--- src/rtl/vm_arb_pkg.sv ---
// vm_arb_pkg: shared types and constants for the vending transaction arbiter.
//   state_t        - controller FSM states
//   STAT_*         - usr_status response codes
//   DEF_NUM_ITEMS  - default number of item slots (codes 1..NUM_ITEMS)
//   DEF_CNT_W      - default width of a per-item stock count
//   item_valid()   - true when an item code addresses a real slot
package vm_arb_pkg;

  typedef enum logic [2:0] {
    IDLE,
    SUP_WR,
    USR_CHK,
    USR_VEND,
    USR_RSP
  } state_t;

  localparam logic [1:0] STAT_INVALID   = 2'b00;
  localparam logic [1:0] STAT_SOLD_OUT  = 2'b01;
  localparam logic [1:0] STAT_NO_CREDIT = 2'b10;
  localparam logic [1:0] STAT_VENDED    = 2'b11;

  localparam int unsigned DEF_NUM_ITEMS = 6;
  localparam int unsigned DEF_CNT_W     = 4;

  function automatic logic item_valid(input logic [2:0] item, input int unsigned num_items);
    return (item != 3'd0) && (32'(item) <= num_items);
  endfunction

endpackage

--- src/rtl/vm_item_table.sv ---
// vm_item_table: per-item stock count and unit cost storage.
//   clk, rst            - clock; synchronous active-low clear of every entry
//   wr_en/wr_item/
//   wr_count/wr_cost    - write port; invalid item codes are ignored
//   dec_en/dec_item     - decrement port; never takes a count below zero
//   rd_item/rd_count/
//   rd_cost             - combinational read port; invalid codes read as 0
module vm_item_table
  import vm_arb_pkg::*;
#(
  parameter int unsigned NUM_ITEMS = DEF_NUM_ITEMS,
  parameter int unsigned CNT_W     = DEF_CNT_W
) (
  input  logic             clk,
  input  logic             rst,
  input  logic             wr_en,
  input  logic [2:0]       wr_item,
  input  logic [CNT_W-1:0] wr_count,
  input  logic [7:0]       wr_cost,
  input  logic             dec_en,
  input  logic [2:0]       dec_item,
  input  logic [2:0]       rd_item,
  output logic [CNT_W-1:0] rd_count,
  output logic [7:0]       rd_cost
);

  // Indexed directly by the 3-bit item code; slot 0 and slots above
  // NUM_ITEMS are never written and stay at their cleared value.
  logic [CNT_W-1:0] count_q [8];
  logic [7:0]       cost_q  [8];

  always_ff @(posedge clk) begin
    if (!rst) begin
      for (int unsigned i = 0; i < 8; i++) begin
        count_q[i] <= '0;
        cost_q[i]  <= '0;
      end
    end else begin
      if (wr_en && item_valid(wr_item, NUM_ITEMS)) begin
        count_q[wr_item] <= wr_count;
        cost_q[wr_item]  <= wr_cost;
      end
      if (dec_en && item_valid(dec_item, NUM_ITEMS) && (count_q[dec_item] != '0)) begin
        count_q[dec_item] <= count_q[dec_item] - 1'b1;
      end
    end
  end

  assign rd_count = item_valid(rd_item, NUM_ITEMS) ? count_q[rd_item] : '0;
  assign rd_cost  = item_valid(rd_item, NUM_ITEMS) ? cost_q[rd_item]  : '0;

endmodule

--- src/rtl/vm_txn_arbiter.sv ---
// vm_txn_arbiter: arbitrates supplier restocks and user purchases onto a
// shared item table and runs one transaction at a time.
//   clk, rst                 - clock; synchronous active-low reset
//   sup_req/sup_item/
//   sup_count/sup_cost       - supplier restock request (held until sup_ack)
//   sup_ack                  - one-cycle pulse when the restock is written
//   usr_req/usr_item/
//   usr_credit               - user purchase request (held until usr_ack)
//   usr_ack                  - one-cycle pulse when the purchase is resolved
//   usr_status               - 11 vended, 01 sold out, 10 no credit, 00 invalid
//   vend_item/change         - nonzero only during a vend ack
//   busy                     - high whenever the FSM is not in IDLE
// Build option: define VM_ARB_RR_EN for round-robin tie-breaking;
// otherwise the supplier always wins a tie.
module vm_txn_arbiter
  import vm_arb_pkg::*;
#(
  parameter int unsigned NUM_ITEMS = DEF_NUM_ITEMS,
  parameter int unsigned CNT_W     = DEF_CNT_W
) (
  input  logic             clk,
  input  logic             rst,
  input  logic             sup_req,
  input  logic [2:0]       sup_item,
  input  logic [CNT_W-1:0] sup_count,
  input  logic [7:0]       sup_cost,
  output logic             sup_ack,
  input  logic             usr_req,
  input  logic [2:0]       usr_item,
  input  logic [7:0]       usr_credit,
  output logic             usr_ack,
  output logic [1:0]       usr_status,
  output logic [2:0]       vend_item,
  output logic [7:0]       change,
  output logic             busy
);

  state_t           state, state_d;
  logic [2:0]       item_q;
  logic [CNT_W-1:0] cnt_q;
  logic [7:0]       cost_q;
  logic [7:0]       credit_q;

  logic             sup_ack_d, usr_ack_d;
  logic [1:0]       status_d, chk_status;
  logic [2:0]       vend_d;
  logic [7:0]       change_d;
  logic             wr_en, dec_en;
  logic [CNT_W-1:0] rd_count;
  logic [7:0]       rd_cost;
  logic             can_grant, sup_win, grant_sup, grant_usr;

  // The ack cycle is spent back in IDLE with the requester still holding its
  // request; grants wait one cycle so that request is not served twice.
  assign can_grant = (state == IDLE) && !sup_ack && !usr_ack;

`ifdef VM_ARB_RR_EN
  logic last_usr;  // last-winner flag: 1 = user won the most recent grant

  always_ff @(posedge clk) begin
    if (!rst) begin
      last_usr <= 1'b1;
    end else if (grant_sup) begin
      last_usr <= 1'b0;
    end else if (grant_usr) begin
      last_usr <= 1'b1;
    end
  end

  assign sup_win = sup_req && (!usr_req || last_usr);
`else
  assign sup_win = sup_req;
`endif

  assign grant_sup = can_grant && sup_win;
  assign grant_usr = can_grant && usr_req && !sup_win;
  assign busy      = (state != IDLE);

  vm_item_table #(
    .NUM_ITEMS (NUM_ITEMS),
    .CNT_W     (CNT_W)
  ) u_table (
    .clk      (clk),
    .rst      (rst),
    .wr_en    (wr_en),
    .wr_item  (item_q),
    .wr_count (cnt_q),
    .wr_cost  (cost_q),
    .dec_en   (dec_en),
    .dec_item (item_q),
    .rd_item  (item_q),
    .rd_count (rd_count),
    .rd_cost  (rd_cost)
  );

  always_comb begin
    if (!item_valid(item_q, NUM_ITEMS)) begin
      chk_status = STAT_INVALID;
    end else if (rd_count == '0) begin
      chk_status = STAT_SOLD_OUT;
    end else if (credit_q < rd_cost) begin
      chk_status = STAT_NO_CREDIT;
    end else begin
      chk_status = STAT_VENDED;
    end
  end

  always_comb begin
    state_d   = state;
    sup_ack_d = 1'b0;
    usr_ack_d = 1'b0;
    status_d  = usr_status;
    vend_d    = '0;
    change_d  = '0;
    wr_en     = 1'b0;
    dec_en    = 1'b0;
    case (state)
      IDLE: begin
        if (grant_sup) begin
          state_d = SUP_WR;
        end else if (grant_usr) begin
          state_d = USR_CHK;
        end
      end
      SUP_WR: begin
        wr_en     = 1'b1;
        sup_ack_d = 1'b1;
        state_d   = IDLE;
      end
      USR_CHK: begin
        state_d = (chk_status == STAT_VENDED) ? USR_VEND : USR_RSP;
      end
      USR_VEND: begin
        dec_en    = 1'b1;
        usr_ack_d = 1'b1;
        status_d  = STAT_VENDED;
        vend_d    = item_q;
        change_d  = credit_q - rd_cost;
        state_d   = IDLE;
      end
      USR_RSP: begin
        usr_ack_d = 1'b1;
        status_d  = chk_status;
        state_d   = IDLE;
      end
      default: state_d = IDLE;
    endcase
  end

  always_ff @(posedge clk) begin
    if (!rst) begin
      state      <= IDLE;
      sup_ack    <= 1'b0;
      usr_ack    <= 1'b0;
      usr_status <= STAT_INVALID;
      vend_item  <= '0;
      change     <= '0;
    end else begin
      state      <= state_d;
      sup_ack    <= sup_ack_d;
      usr_ack    <= usr_ack_d;
      usr_status <= status_d;
      vend_item  <= vend_d;
      change     <= change_d;
    end
  end

  // Request fields are captured only on the grant edge.
  always_ff @(posedge clk) begin
    if (!rst) begin
      item_q   <= '0;
      cnt_q    <= '0;
      cost_q   <= '0;
      credit_q <= '0;
    end else if (grant_sup) begin
      item_q <= sup_item;
      cnt_q  <= sup_count;
      cost_q <= sup_cost;
    end else if (grant_usr) begin
      item_q   <= usr_item;
      credit_q <= usr_credit;
    end
  end

endmodule

--- config.mk ---
export PLATFORM = sky130hd
export DESIGN_NAME = vm_txn_arbiter
export DESIGN_NICKNAME = d
export VERILOG_FILES = /design/src/rtl/vm_arb_pkg.sv /design/src/rtl/vm_item_table.sv /design/src/rtl/vm_txn_arbiter.sv
export SDC_FILE = /design/constraint.sdc
export NUM_CORES = 1
export LEC_CHECK = 0
export CAP_MARGIN = 20
export CORE_AREA = 2 2 124 126
export CTS_CLUSTER_DIAMETER = 50
export CTS_CLUSTER_SIZE = 30
export DETAILED_ROUTE_END_ITERATION = 12
export DIE_AREA = 0 0 126 128
export GPL_TIMING_DRIVEN = 0
export PLACE_DENSITY = 0.67
export SYNTH_ARGS = -nofsm -noshare
export SYNTH_HDL_FRONTEND = slang
export SYNTH_SLANG_ARGS = --single-unit
--- constraint.sdc ---
create_clock -name clk -period 9.9 [get_ports clk]
set_clock_uncertainty 0.2 [all_clocks]
set_input_delay 1.98 -clock clk [delete_from_list [all_inputs] [get_ports clk]]
set_output_delay 1.98 -clock clk [all_outputs]
set_load 0.02 [all_outputs]
* Word level (Yosys, flattened, before mapping)
Memories as Yosys holds them, arrays and structs flattened. A register that Yosys moved wholly into a read port is not among the register bits.
Index checks and enable logic that the tools add are counted.
** Operators by class
- Add/sub/neg operators :: 2
- Order comparisons :: 2
- Eq/ne operators :: 6
- Multiplexer cells :: 33
- Bitwise gates (word level) :: 2
- Reductions and logical operators :: 24
** Operators with widths (count)
- $mux 3 :: 11
- $mux 8 :: 2
- $mux 1 :: 13
- $mux 4 :: 3
- $logic_and 1x1->1 :: 9
- $lt 8x8->1 :: 1
- $reduce_or 8->1 :: 1
- $sub 8x8->8 :: 1
- $eq 3x2->1 const B :: 2
- $pmux 3 s2 :: 1
- $reduce_bool 3->1 :: 2
- $logic_not 4->1 :: 1
- $mux 2 :: 2
- $pmux 2 s2 :: 1
- $reduce_and 2->1 :: 2
- $reduce_bool 2->1 :: 2
- $reduce_bool 4->1 :: 1
- $reduce_or 4->1 :: 1
- $sub 4x1->4 const B :: 1
- $eq 3x1->1 const B :: 1
- $eq 3x3->1 const B :: 1
- $le 3x3->1 const B :: 1
- $logic_not 1->1 :: 3
- $logic_not 3->1 :: 1
- other kinds (5) :: 5
** Storage, ports and cells
- Flip-flop bits (word level) :: 41
- RAM bits :: 96
- Input bits :: 30
- Output and inout bits :: 16
- Logic and storage cells :: 81
- Memories :: 2
** Memories
- u_table.cost_q :: words 8, width 8, rd ports 1, clocked after memory_dff 1, wr ports 8, line vm_item_table.sv:30 : logic [7:0] cost_q [8];
- u_table.count_q :: words 8, width 4, rd ports 1, clocked after memory_dff 1, wr ports 8, line vm_item_table.sv:29 : logic [CNT_W-1:0] count_q [8];

* Longest topological paths before layout
Gate-level depths: netlist (run 1).
- Depth after elaboration :: 10
- Mapped depth :: 13

* Hierarchy
From an unflattened synthesis (run 1), not the netlist that was laid out.
** Second synthesis, totals
- Cell total of the unflattened synthesis :: 550
- Area total of the unflattened synthesis :: 6025.8 um^2
** By module, submodules not included
- vm_item_table :: instances 1, cells each 346, area an instance 4230.3 um^2
- vm_txn_arbiter :: instances 1, cells each 204, area an instance 1795.5 um^2

* Least setup slack after synthesis (run 1)
OpenSTA, ideal clock, no wires.
- Kind :: in2reg
- Start point :: in rst
- End point :: mem u_table.cost_q[6][0] (enable)
- Arrival time :: 3258 ps
- Data required time :: 9316 ps
- Path slack :: 6058 ps
- Stages on the path :: 6
- Path buffers :: 1
- Path through :: buf_2 > and2b_1 > nand3_1 > inv_1 > nand2_1 > o21ai_0
** RTL lines
- start, declared :: line vm_txn_arbiter.sv:22 : input logic rst,
- end, declared :: line vm_item_table.sv:30

==> impl_results.md, run 1 <==
- Status: finished, final reports clean
- Vias in the first global route: 4283
- Synthesis Warnings: 0
- Final Critical Period: 4.216 ns
- Setup TNS: 0 ns
- Synth area leader: edfxtp_1
- Post-synthesis average cell area: 12.27 µm²
- # setup viols final: 0
- Largest family of logic cells by synthesized area: simple AND/OR/NAND/NOR gates
- CTS Root Cell: clkbuf_16
- DRC errors left: 0
- Final period util: 0.4258
- Synth Area in Compound Gates: 0.06291
- Max Cap Viol: 0
- Synth Instances: 517
- Pwr Density: 278.3 nW/µm²
- Chip width: 126 µm
- Synth cell types: 57
- # IOs: 46
- Worst slew margin: 0.3223
- Max Clk Rate: 0.2372 GHz
- Crit path top cell by count: a21oi_1
- Post-synth top area share: 0.4543
- CTS resizes: 0
- Overflow after GRT: 0
- Worst-path clk slew: 0.06 ns
- Clock latency on the worst-skew pair: 0.42 ns
- Mux cell area share after synthesis: 0.1183
- Final Slew Violations: 0
- First-pass GRT wire length: 22.38 mm
- Critical path's largest stage delay: 0.55 ns
- Core Footprint: 14860 µm²
- Predominant post-synthesis flop cell: edfxtp_1
- Area Growth Syn to Fin: 21.69%
- Slew @ Worst Pin: 1.009 ns
- Final net count: 645
- Hold Fails Final Rpt: 0
- Full die area: 16130 µm²
- Cts hold-fix bufs: 0
- Asr flop ratio synth: 0
- Initial antenna violation count: 0
- Mapped cell area: 6345 µm²
- 1st-pass router iterations: 5
- Largest net degree at the start of global routing: 17
- Setup ws final: 5.684 ns
- Number of DRC markers in iteration 0: 351
- Peak supply drop: 0.1522 mV
- Startpoint types: register
- CP cell instances: clkbuf_1 -> buf_2 -> mux4_2 -> mux2i_1 -> nor2_1 -> ha_1 -> fa_1 -> nor2b_1 -> o21ai_0 -> a21oi_1 -> o22a_1 -> nand4_1 -> a21oi_1
- CP Data Required Time: 10.04 ns
- Num Clock Sinks: 140
- Sequential element share of the synthesized area: 0.5932
- Routed vias: 4265
- Initial core utilization: 0.4269
- Total Routing Usage GR: 0.1840
- Synth Area in Adders: 0.02090
- Share of cells above drive strength 1: 0.1311
- Row Count: 45
- WS Path Type: reg2reg
- Worst hold path type: reg2reg
- Final ANT Viol Nets: 0
- #FFs+latches synth: 140
- Setup bufs post-CTS: 0
- Total CTS buffers: 17
- R2R Setup Slk: 5.68 ns
- Simple-Gate Fraction of Synth Area: 0.1690
- Antenna diodes: 0
- Dpl hpwl: 10.40 mm
- Drt wl/cell: 17.52 µm
- Crit Path Max Fanout: 10
- RSZ-0062 raised after global routing: no
- CP Data Arrival Time: 4.36 ns
- Xor and xnor area share after synthesis: 0.004141
- Pre-CTS WS: 5.498 ns
- Post-Route WL: 14.13 mm
- Crit end category: register
- Crit-path slowest cell: clkbuf_1
- Leakage: 2.965 nW
- RD Place Congestion: 0.8545
- Die Span Y: 128 µm
- CTS tree: done
- Top post-synthesis cells by area: edfxtp_1, dfxtp_1, mux4_2
- Via density: 5.292
- H-tree Lvls: 4
- Max Buffers Root-to-Sink: 2
- Post-synth EDFFs: 96
- Number of I/O port buffers: 44
cells in the mapped netlist, types with 2 or more instances:
cell type and instances:
nand3_1 14, o21a_1 4, o211ai_1 3, a311oi_1 6
ha_1 9, nor2b_1 7, nand2_1 55, mux4_2 17
nor2_1 51, edfxtp_1 96, xnor2_1 2, or3_1 4
o21ai_0 7, buf_2 8, and3_1 12, buf_6 2
inv_1 15, mux2i_2 2, mux2i_1 25, a21oi_1 18
mux2_2 8, clkbuf_1 11, a22oi_1 2, nand4_1 4
nor3_1 8, o211ai_2 3, clkbuf_2 2, nand2b_1 6
dfxtp_1 44, and2_1 44, nand3b_1 2
state kept, by name, summed over array words and instances (netlist names), 2 cells and up, named ones only:
name,count
u_table.cost_q,64
u_table.count_q,32
change,8
cost_q,8
credit_q,8
cnt_q,4
item_q,3
state,3
vend_item,3
usr_status,2
cell usage in the layout (no fill, tap or decap), types with 8 or more instances in the layout:
master | synthesis | layout
conb_1 | 1 | 24
dfxtp_1 | 44 | 44
ha_1 | 9 | 9
mux4_2 | 17 | 17
nand2_1 | 55 | 55
nor3_1 | 8 | 8
mux2i_1 | 25 | 25
clkbuf_1 | 11 | 14
nor2_1 | 51 | 51
buf_2 | 8 | 10
and3_1 | 12 | 12
mux2_2 | 8 | 8
nand3_1 | 14 | 14
and2_1 | 44 | 44
clkbuf_16 | 0 | 19
clkdlybuf4s50_1 | 0 | 44
edfxtp_1 | 96 | 96
inv_1 | 15 | 15
a21oi_1 | 18 | 18
worst max-delay path: cells and delay by family (launching register included):
kind / cells / cell delay [ns]
buffers and inverters: 2 / 0.96
AO/OA/AOI/OAI: 4 / 0.95
adder cells (fa/ha/maj): 2 / 0.62
multiplexers: 2 / 0.52
flip-flops: 1 / 0.46
AND/OR/NAND/NOR: 3 / 0.42
layout make-up:
cell class	instances	area, µm²
Fill cell	1309	7143
Sequential cell	140	3764
Multi-Input combinational cell	359	2471
Clock buffer	25	528.0
Timing Repair Buffer	46	450.4
Tap cell	188	235.2
Buffer	25	136.4
Clock inverter	7	76.32
Inverter	16	60.06
where the power goes:
part | leakage (nW) | internal, W | switching [W]
logic | 1.33 | 0.000330 | 0.000461
clock network | 0.298 | 0.000397 | 0.000238
registers | 1.34 | 0.000685 | 0.0000385
layer usage:
metal,wire length [µm],vias to the layer above,track usage
met2,6493,159,0.2903
met5,0,-,0
met3,897,27,0.04382
met4,353,0,0.09179
li1,-,2027,-
met1,6381,2052,0.2394
metrics by stage:
step	area, µm²	utilization	power (W)	cells	hold WS [ns]
after CTS	7721	0.5194	0.002155	806	0.2752
after floorplan	6431	-	0.001308	540	0.2329
after global routing	7721	0.5194	0.002261	806	0.2913
after detailed placement	7117	0.4788	0.001515	774	0.2658
final	7721	0.5194	0.002149	806	0.2751
after global placement	7107	0.4781	0.001491	772	0.2672
kinds of logic after synthesis:
| kind of cell | after synthesis |
|---|---|
| buffers and inverters | 41 |
| AND/OR/NAND/NOR | 214 |
| multiplexers | 52 |
| AO/OA/AOI/OAI | 56 |
| flip-flops | 140 |
| adder cells (fa/ha/maj) | 10 |
| XOR/XNOR | 3 |
| other | 1 |
worst paths after layout:
path	to	cells after the start	from
max	state[1]	13	register
min	cnt_q[2]	2	cnt_q[2]
max reg2reg	state[1]	13	register
min reg2reg	cnt_q[2]	2	cnt_q[2]
(Power assumes the default switching activity.)
==> run 2, diff against run 1 <==
==> constraint.sdc (replaced) <==
create_clock -name clk -period 4 [get_ports clk]
set_clock_uncertainty 0.2 [all_clocks]
set_input_delay 0.8 -clock clk [delete_from_list [all_inputs] [get_ports clk]]
set_output_delay 0.8 -clock clk [all_outputs]
set_load 0.02 [all_outputs]
==> run 2 against run 1 <==
Compared with the run above:
- clock power increased by 150%
- hold slack about the same
- sequential share of layout area decreased by 0.063 points
- die area unchanged
- global-route usage stayed put
- design area up 0.13%
- worst setup slack worse by 5.5 ns
- utilization grew 0.067 points
- wire length stayed put
- combinational power rose by 150%
==> impl_results.md, run 2 (same netlist as run 1, synthesis figures left out) <==
- CP Data Required Time: 4.14 ns
- # IOs: 46
- WS Path Type: reg2reg
- Stages on worst setup path: 13
- Final Critical Period: 3.822 ns
- Final ANT Viol Nets: 0
- 1st-pass router iterations: 5
- Hold Fails Final Rpt: 0
- Row Count: 45
- Smallest hold slack: 0.2754 ns
- First-pass GRT wire length: 22.38 mm
- CTS Root Cell: clkbuf_16
- Worst-path clk slew: 0.06 ns
- R2R cell count: 13
- Crit end category: register
- Total Routing Usage GR: 0.1840
- Vias in the first global route: 4283
- Share of cells above drive strength 1: 0.1343
- Core Footprint: 14860 µm²
- Pwr Density: 689.5 nW/µm²
- Initial antenna violation count: 0
- Full die area: 16130 µm²
- Antenna diodes: 0
- Max Clk Rate: 0.2616 GHz
- Total CTS buffers: 17
- Flip-flop count of the largest register after layout: 64
- Setup bufs post-CTS: 0
- Top Registers: u_table.cost_q: 64 flops, u_table.count_q: 32 flops
- Reg2Reg Capture Point: state[1]
- Chip width: 126 µm
- Max Cap Viol: 0
- Overflow after GRT: 0
- CP cell instances: buf_2 -> clkbuf_4 -> mux4_2 -> mux2i_1 -> nor2_1 -> ha_1 -> fa_1 -> nor2b_1 -> o21ai_0 -> a21oi_1 -> o22a_2 -> nand4_1 -> a21oi_1
- Number of DRC markers in iteration 0: 356
- Delay-heaviest family, CP: compound AO/OA/AOI/OAI gates
- Leakage: 2.966 nW
- Final period util: 0.9555
- Final core utilization: 0.5201
- Critical path's largest stage delay: 0.46 ns
- Total Power: 0.005331 W
- Number of I/O port buffers: 44
- DRC errors left: 0
- # setup viols final: 0
- RSZ-0062 raised after global routing: no
- Crit-path slowest cell: dfxtp_1
- Via density: 5.311
- Dpl hpwl: 10.40 mm
- Crit path top cell by count: a21oi_1
- Crit Path Max Fanout: 10
- Max Buffers Root-to-Sink: 2
- RD Place Congestion: 0.8545
- Most common cell after layout, fill and taps aside: edfxtp_1
- Area Growth Syn to Fin: 21.85%
- Routed vias: 4281
- Slew @ Worst Pin: 1.003 ns
- Post-Route WL: 14.13 mm
- CP Buf/Inv Count: 2
- Num Clock Sinks: 140
- Drt wl/cell: 17.52 µm
- Largest net degree at the start of global routing: 17
- Final Slew Violations: 0
- Worst hold path type: reg2reg
- Status: finished, final reports clean
- Setup crit end: state[1]
- Startpoint types: register
- Clock latency on the worst-skew pair: 0.42 ns
- R2R Setup Slk: 0.18 ns
- Most frequent cells in the layout: edfxtp_1, nand2_1, nor2_1
- H-tree Lvls: 4
- Die Span Y: 128 µm
- Initial core utilization: 0.4269
- Cts hold-fix bufs: 0
- Worst slew margin: 0.3264
- Final net count: 645
- CP Data Arrival Time: 3.97 ns
- Most flops, register: u_table.cost_q
- Peak supply drop: 0.4087 mV
- CTS tree: done
run 2: cell count changes in the layout (fill, tap and decap cells not counted):
cell and delta:
buf_2 -2, buf_4 +2, clkbuf_1 -1, clkbuf_4 +1
o22a_1 -1, o22a_2 +1
run 2: area by class of cell:
type	instances	area [µm²]
buffer	25	145.1
clock buffer	25	528.0
clock inverter	7	76.32
fill	1312	7133
inverter	16	60.06
multi-input combinational	359	2472
sequential	140	3764
tap	188	235.2
timing repair buffer	46	450.4
run 2: metrics by stage:
step | TNS [ns] | area (µm²) | instances | setup WS, ns
4_1_cts | 0 | 7722 | 806 | 0.009742
3_3_place_gp | 0 | 7107 | 772 | 0.04190
6_report | 0 | 7731 | 806 | 0.1780
5_1_grt | 0 | 7731 | 806 | 0.01938
2_1_floorplan | 0 | 6431 | 540 | 0.8026
3_5_place_dp | -0.3183 | 7117 | 774 | -0.1790
run 2: report_power, final:
group / leakage (nW) / total (W) / internal, W / switching (W)
Sequential: 1.34 / 0.00179 / 0.00169 / 0.0000954
Clock: 0.298 / 0.00157 / 0.000983 / 0.000589
Combinational: 1.33 / 0.00197 / 0.000828 / 0.00114
run 2: worst min-delay path: stages, from the launching register on:
cell and delay [ns]:
dfxtp_1 0.32, nand2_1 0.06, a21oi_1 0.05
run 2: how the worst min path moves through the flow:
| stage | start | to | slack (ns) | cells past startpoint |
|---|---|---|---|---|
| finish | cnt_q[2] | cnt_q[2] | 0.28 | 2 |
| global route | cnt_q[2] | cnt_q[2] | 0.29 | 2 |
| CTS | cnt_q[2] | cnt_q[2] | 0.28 | 2 |
| detailed placement | cnt_q[2] | cnt_q[2] | 0.27 | 2 |
| global placement | cnt_q[3] | cnt_q[3] | 0.27 | 2 |
| floorplan | cnt_q[3] | cnt_q[3] | 0.23 | 2 |
run 2: metal layers:
| metal | global-route usage | vias up | part of all wire |
|---|---|---|---|
| met4 | 0.09179 | 0 | 0.026 |
| li1 | - | 2031 | - |
| met1 | 0.2394 | 2068 | 0.45 |
| met2 | 0.2903 | 155 | 0.46 |
| met5 | 0 | - | 0 |
| met3 | 0.04382 | 27 | 0.061 |
run 2: what timing repair did:
action                                  CTS  global route
endpoints found under the setup margin    4             3
pin swaps                                 0             0
resized for setup                         1             7
hold endpoints to repair                  0             0
